### src/rtl/cpu_pkg.sv
// rtl/cpu_pkg.sv - shared instruction width, NOP word, address type and loader states
package cpu_pkg;

    localparam int IW    = 9;
    localparam int DEPTH = 256;

    localparam logic [IW-1:0] NOP = 9'h000;

    typedef logic [7:0] addr_t;

    typedef enum logic [2:0] {
        IDLE,
        LOAD,
        START,
        RUN,
        HALTED
    } ldr_state_t;

endpackage

### src/rtl/imem_store.sv
// rtl/imem_store.sv - 256-entry instruction store, sync write port and async read port
import cpu_pkg::*;

module imem_store (
    input  logic          clk,
    input  logic          we,
    input  logic [7:0]    waddr,
    input  logic [IW-1:0] wdata,
    input  logic [7:0]    raddr,
    output logic [IW-1:0] rdata
);

    // Contents are deliberately never cleared so a halted program stays inspectable.
    logic [IW-1:0] mem [DEPTH];

    always_ff @(posedge clk) begin
        if (we) begin
            mem[waddr] <= wdata;
        end
    end

    assign rdata = mem[raddr];

endmodule

### src/rtl/imem_loader.sv
// rtl/imem_loader.sv - program loader and instruction responder for the fetch stage
import cpu_pkg::*;

module imem_loader (
    input  logic          clk,
    input  logic          reset,
    input  logic          load_start,
    input  logic [7:0]    load_len,
    input  logic          load_valid,
    input  logic [IW-1:0] load_data,
    output logic          load_ready,
    input  logic [7:0]    pc,
    output logic [IW-1:0] instr,
    input  logic          halt_req,
    output logic          core_reset,
    output logic          core_halt,
    output logic          busy,
    output logic          done,
    output logic [15:0]   cycles
);

    ldr_state_t    state_q, state_d;
    logic [8:0]    len_q, len_d;
    logic [8:0]    cnt_q, cnt_d;
    addr_t         wptr_q, wptr_d;
    logic [15:0]   cycles_q, cycles_d;
    logic          load_ready_q, load_ready_d;
    logic          core_reset_q, core_reset_d;
    logic          busy_q, busy_d;
    logic          done_q, done_d;
    logic          run_q, run_d;

    logic          accept;
    logic          start_load;
    logic [IW-1:0] rdata;

    // load_ready_q is only ever high in LOAD, so accept implies LOAD.
    assign accept = load_valid & load_ready_q;

    always_comb begin
        state_d    = state_q;
        len_d      = len_q;
        cnt_d      = cnt_q;
        wptr_d     = wptr_q;
        cycles_d   = cycles_q;
        start_load = 1'b0;

        case (state_q)
            IDLE: begin
                start_load = load_start;
            end
            LOAD: begin
                if (accept) begin
                    wptr_d = wptr_q + 8'd1;
                    cnt_d  = cnt_q + 9'd1;
                    if (cnt_q + 9'd1 == len_q) begin
                        state_d = START;
                    end
                end
            end
            START: begin
                state_d = RUN;
            end
            RUN: begin
                if (cycles_q != 16'hFFFF) begin
                    cycles_d = cycles_q + 16'd1;
                end
                if (halt_req) begin
                    state_d = HALTED;
                end
            end
            HALTED: begin
                start_load = load_start;
            end
            default: begin
                state_d = IDLE;
            end
        endcase

        if (start_load) begin
            state_d  = LOAD;
            len_d    = (load_len == 8'd0) ? 9'd256 : {1'b0, load_len};
            cnt_d    = 9'd0;
            wptr_d   = 8'd0;
            cycles_d = 16'd0;
        end

        // Outputs are decoded from the next state so they register alongside it.
        load_ready_d = 1'b0;
        core_reset_d = 1'b1;
        busy_d       = 1'b0;
        done_d       = 1'b0;
        run_d        = 1'b0;
        case (state_d)
            LOAD: begin
                load_ready_d = 1'b1;
                busy_d       = 1'b1;
            end
            START: begin
                busy_d = 1'b1;
            end
            RUN: begin
                core_reset_d = 1'b0;
                busy_d       = 1'b1;
                run_d        = 1'b1;
            end
            HALTED: begin
                core_reset_d = 1'b0;
                done_d       = 1'b1;
            end
            default: begin
                core_reset_d = 1'b1;
            end
        endcase
    end

    always_ff @(posedge clk) begin
        if (reset) begin
            state_q      <= IDLE;
            len_q        <= 9'd0;
            cnt_q        <= 9'd0;
            wptr_q       <= 8'd0;
            cycles_q     <= 16'd0;
            load_ready_q <= 1'b0;
            core_reset_q <= 1'b1;
            busy_q       <= 1'b0;
            done_q       <= 1'b0;
            run_q        <= 1'b0;
        end else begin
            state_q      <= state_d;
            len_q        <= len_d;
            cnt_q        <= cnt_d;
            wptr_q       <= wptr_d;
            cycles_q     <= cycles_d;
            load_ready_q <= load_ready_d;
            core_reset_q <= core_reset_d;
            busy_q       <= busy_d;
            done_q       <= done_d;
            run_q        <= run_d;
        end
    end

    imem_store u_store (
        .clk   (clk),
        .we    (accept & ~reset),
        .waddr (wptr_q),
        .wdata (load_data),
        .raddr (pc),
        .rdata (rdata)
    );

    // Zero-latency fetch and halt so the single-cycle core never steps past a halt.
    assign instr      = run_q ? rdata : NOP;
    assign core_halt  = run_q ? halt_req : 1'b1;
    assign load_ready = load_ready_q;
    assign core_reset = core_reset_q;
    assign busy       = busy_q;
    assign done       = done_q;
    assign cycles     = cycles_q;

endmodule

### config.mk
export PLATFORM = sky130hd
export DESIGN_NAME = imem_loader
export DESIGN_NICKNAME = d
export VERILOG_FILES = /design/src/rtl/cpu_pkg.sv /design/src/rtl/imem_store.sv /design/src/rtl/imem_loader.sv
export SDC_FILE = /design/constraint.sdc
export NUM_CORES = 2
export LEC_CHECK = 0
export BUFFER_PORTS_ARGS = -buffer_cell sky130_fd_sc_hd__clkbuf_2
export CAP_MARGIN = 15
export CORE_MARGIN = 10
export CORE_UTILIZATION = 45
export DETAILED_ROUTE_END_ITERATION = 8
export GPL_ROUTABILITY_DRIVEN = 0
export HOLD_SLACK_MARGIN = 0.05
export SYNTH_ARGS = -nofsm -noshare
export SYNTH_HDL_FRONTEND = slang
export SYNTH_SLANG_ARGS = --single-unit
### constraint.sdc
create_clock -name clk -period 6.6 [get_ports clk]
set_clock_uncertainty 0.05 [all_clocks]
set_input_delay 0.99 -clock clk [delete_from_list [all_inputs] [get_ports clk]]
set_output_delay 0.99 -clock clk [all_outputs]
set_load 0.02 [all_outputs]
==> impl_results.md <==
- Outcome: complete, but fails checks
- Failing checks: max-slew violations
- WP data required: approximately 5600 ps
- CP peak stage delay: 650 ps
- Area Growth Syn to Fin: 12.1%
- Root Buffer: clkbuf_16
- Die width: 472 um
- Worst Hold Path Cells: 3
- Maxcap violations: 0
- CP dominant cell by count: o22ai_1
- Iter 0 DRT Violations: 5329
- H-tree Lvls: 4
- Final min period: 5790 ps
- Syn Nets: 4539
- Critical path class: input port to output port
- Worst-Margin Slew: approximately 1600 ps
- Hold path start: load_len[7]
- RSZ-0062 raised after global routing: false
- Gr usage total: 20.5%
- Main synth FF type: edfxtp_1
- # Post-CTS Setup Buffers: 0
- Number of fill cells: between 15000 and 20000
- Post-Layout Inst Area: around 0.1 mm^2
- Finished Layout Cells: 7513
- Die area: 0.223 mm^2
- Slew Limit Fails: ~60
- Post-DRT Antenna Nets: 0
- Synth Instances: approximately 4500
- Placement Cell Area: around 0.095 mm^2
- Vias: 45095
- R2R Path Start: load_ready
- Synth async-reset ratio: 0%
- YS warnings: 0
- DR pass1 iterations: 5
- Maximum clock rate: 0.173 GHz
- Pwr Total: roughly 31 mW
- Synth Area per Inst: 20.4 um^2
- Place WS: slightly below 1000 ps
- Number of global-route vias before repair: 45256
- Synth cell types: 62
- Worst setup margin: ~800 ps
- Hold Path Sink: len_q[7]
- Initial antenna violation count: 5
- Starting Density: 45.3%
- Worst Path Arrival: 4750 ps
- Seq. cell area: 0.0702 mm^2
- Reg2Reg Depth: 5
- Multi-input logic area: 0.0201 mm^2
- Nets: approximately 4700
- Layout cells sized above 1: about a fifth
- First-pass GRT wire length: 334000 um
- DRC violations left: 0
- Worst setup startpoint: pc[1]
- Critical path depth: 10
- R2R setup slack: approximately 2700 ps
- Clock transition at the registers of the reported paths: 60 ps
- Crit-path max FO: 48
- Routed WL per cell: 30.7 um
- Mapped Area: slightly above 0.09 mm^2
- GRT overflow: 0
- Cts hold-fix bufs: 0
- Vias per cell: 6.00
- Synthesis-stage register bit count: approximately 2400
- TritonCTS Buffers: 231
- Sequential area share after synthesis: 76.4%
- Core Util, Final: around 51%
- Row count: 165
- Hold WS: between 300 and 400 ps
- CP Launch Type: input port
- Critical path's top delay family: compound AO/OA/AOI/OAI gates
- Cell chain of the critical path: buf_8 -> nand2_4 -> buf_4 -> o221ai_1 -> o22ai_1 -> a21oi_1 -> o22ai_1 -> a211oi_1 -> a32o_1 -> clkbuf_2
- CTS max path bufs: 3
- Pwr Density: 300 mW/mm^2
- Final hold violations: 0
- Ports: 60
- Core Box Area: approximately 0.20 mm^2
- Worst slew margin: -6.25%
- Clock latency on the worst-skew pair: 870 ps
- PortBufs: between 50 and 60
- Number of flops mapped to enable cells by yosys: 2304
- Critical path buffer and inverter count: 3
- Leakage: between 30 and 40 nW
- Final period utilization: 87.8%
- Final setup vio count: 0
- Crit-path slowest cell: a211oi_1
- Pin count of the biggest net entering global routing: 212
- CTS tree: built
- Placed Cells: a little over 7000
- Critical Path End Type: output port
- R2R Path End: u_store.mem[1][6]
- Worst hold path type: input port to flop
- Post-CTS sizing: 0
- Die Y: 472 um
- CTS Sinks: 2354
- Detailed Route WL: around 230000 um
- Maximum VDD drop: 269 uV
- Detail Placement HPWL: about 140000 um
- Setup_tns: 0 ps
report_power, final:
part	internal [mW]	leakage [nW]	switching (mW)
Sequential	16.4	21.1	0.00481
Clock	7.50	3.63	5.61
Combinational	0.492	7.31	0.910
Total	24.4	32.0	6.52
cells in the final DEF (no fill, tap or decap), types with 7 or more instances in the layout:
cell        instances
a21oi_1            86
xnor2_1            18
nand4_1             7
nand2_1           114
clkbuf_1           63
clkinv_2           27
buf_12             31
o21ai_1            11
bufinv_16          24
edfxtp_1         2304
o22ai_1            94
a22oi_1             7
clkbuf_2           46
mux4_2            499
inv_1               8
xor2_1             14
o21ai_0            45
a31oi_1            10
dfxtp_1            50
nor2b_1             8
a211oi_1           14
nand3_1            45
nor3_1             31
o221ai_1          117
nor2_1            331
mux2_2              8
buf_4              90
or3_1              12
buf_8              11
clkinv_1           52
nor4_1             21
and2_1              9
clkinvlp_4          7
mux2i_1           287
clkbuf_16         234
synth_stat cells, types with 4 or more instances:
master	instances	share of area (%)
ha_1	6	0.082
xor2_1	14	0.13
clkbuf_1	132	0.54
o22a_1	4	0.038
and2_1	9	0.061
inv_1	10	0.041
nand3_1	48	0.26
or3_1	12	0.082
buf_1	15	0.061
nor4_1	21	0.14
nor3_1	32	0.17
nand4_1	7	0.048
dfxtp_1	50	1.1
xnor2_1	18	0.17
nor2b_1	8	0.055
a31oi_1	10	0.068
a21oi_1	86	0.47
o211ai_1	5	0.041
o21ai_0	45	0.25
a31o_1	4	0.038
o221ai_1	117	1.1
buf_2	53	0.29
mux4_2	499	12
buf_4	34	0.28
mux2i_1	287	3.1
o21ai_1	11	0.060
a211oi_1	14	0.11
a22oi_1	7	0.057
nand2b_1	7	0.048
o22ai_1	94	0.64
nand2_1	115	0.47
buf_6	38	0.47
edfxtp_1	2304	75
mux2_2	8	0.098
nor2_1	332	1.4
routing by layer:
layer	up-vias	part of all wire, %	routed length [um]	GRT usage (%)
li1	18976	-	-	-
met1	23979	42	96900	28.8
met2	1804	47	109000	32.2
met3	336	6.9	16000	3.66
met4	0	3.7	8520	7.26
met5	-	0	0	0
final cells by class:
type,instances,area share [%]
antenna,6,0.0146
clock buffer,301,5.97
clock inverter,123,1.34
inverter,10,0.0437
multi-input combinational,1864,19.5
sequential,2354,68.2
tap,2672,3.25
timing repair buffer,183,1.70
logic make-up (layout without fill, tap and decap cells):
group | Yosys count | count (layout) | share of synthesized area [%]
other | 0 | 6 | 0
AOI/OAI and AO/OA | 423 | 423 | 3.14
buffers and inverters | 285 | 617 | 1.73
adders and majority gates | 6 | 6 | 0.0817
and+or+nand+nor | 609 | 609 | 2.85
muxes | 794 | 794 | 15.5
xor gates and xnor gates | 32 | 32 | 0.305
DFF | 2354 | 2354 | 76.4
worst max path at each step:
stage / slack, ps / end
global placement: 970 / instr[3]
CTS: 980 / instr[3]
global route: 860 / instr[3]
floorplan: 2560 / instr[1]
finish: 810 / instr[3]
detailed placement: 980 / instr[3]
flip-flops by register name, summed over array words and instances (netlist names):
signal / flops
busy: 1
cnt_q: 9
core_reset: 1
cycles: 16
done: 1
len_q: 9
load_ready: 1
run_q: 1
state_q: 3
u_store.mem: 2304
wptr_q: 8
tightest hold or removal path, cell delays in order:
cell	delay, ps
clkbuf_2	90
nand2_1	50
a21oi_1	50
Note: power is estimated with default switching activity, not from simulation.
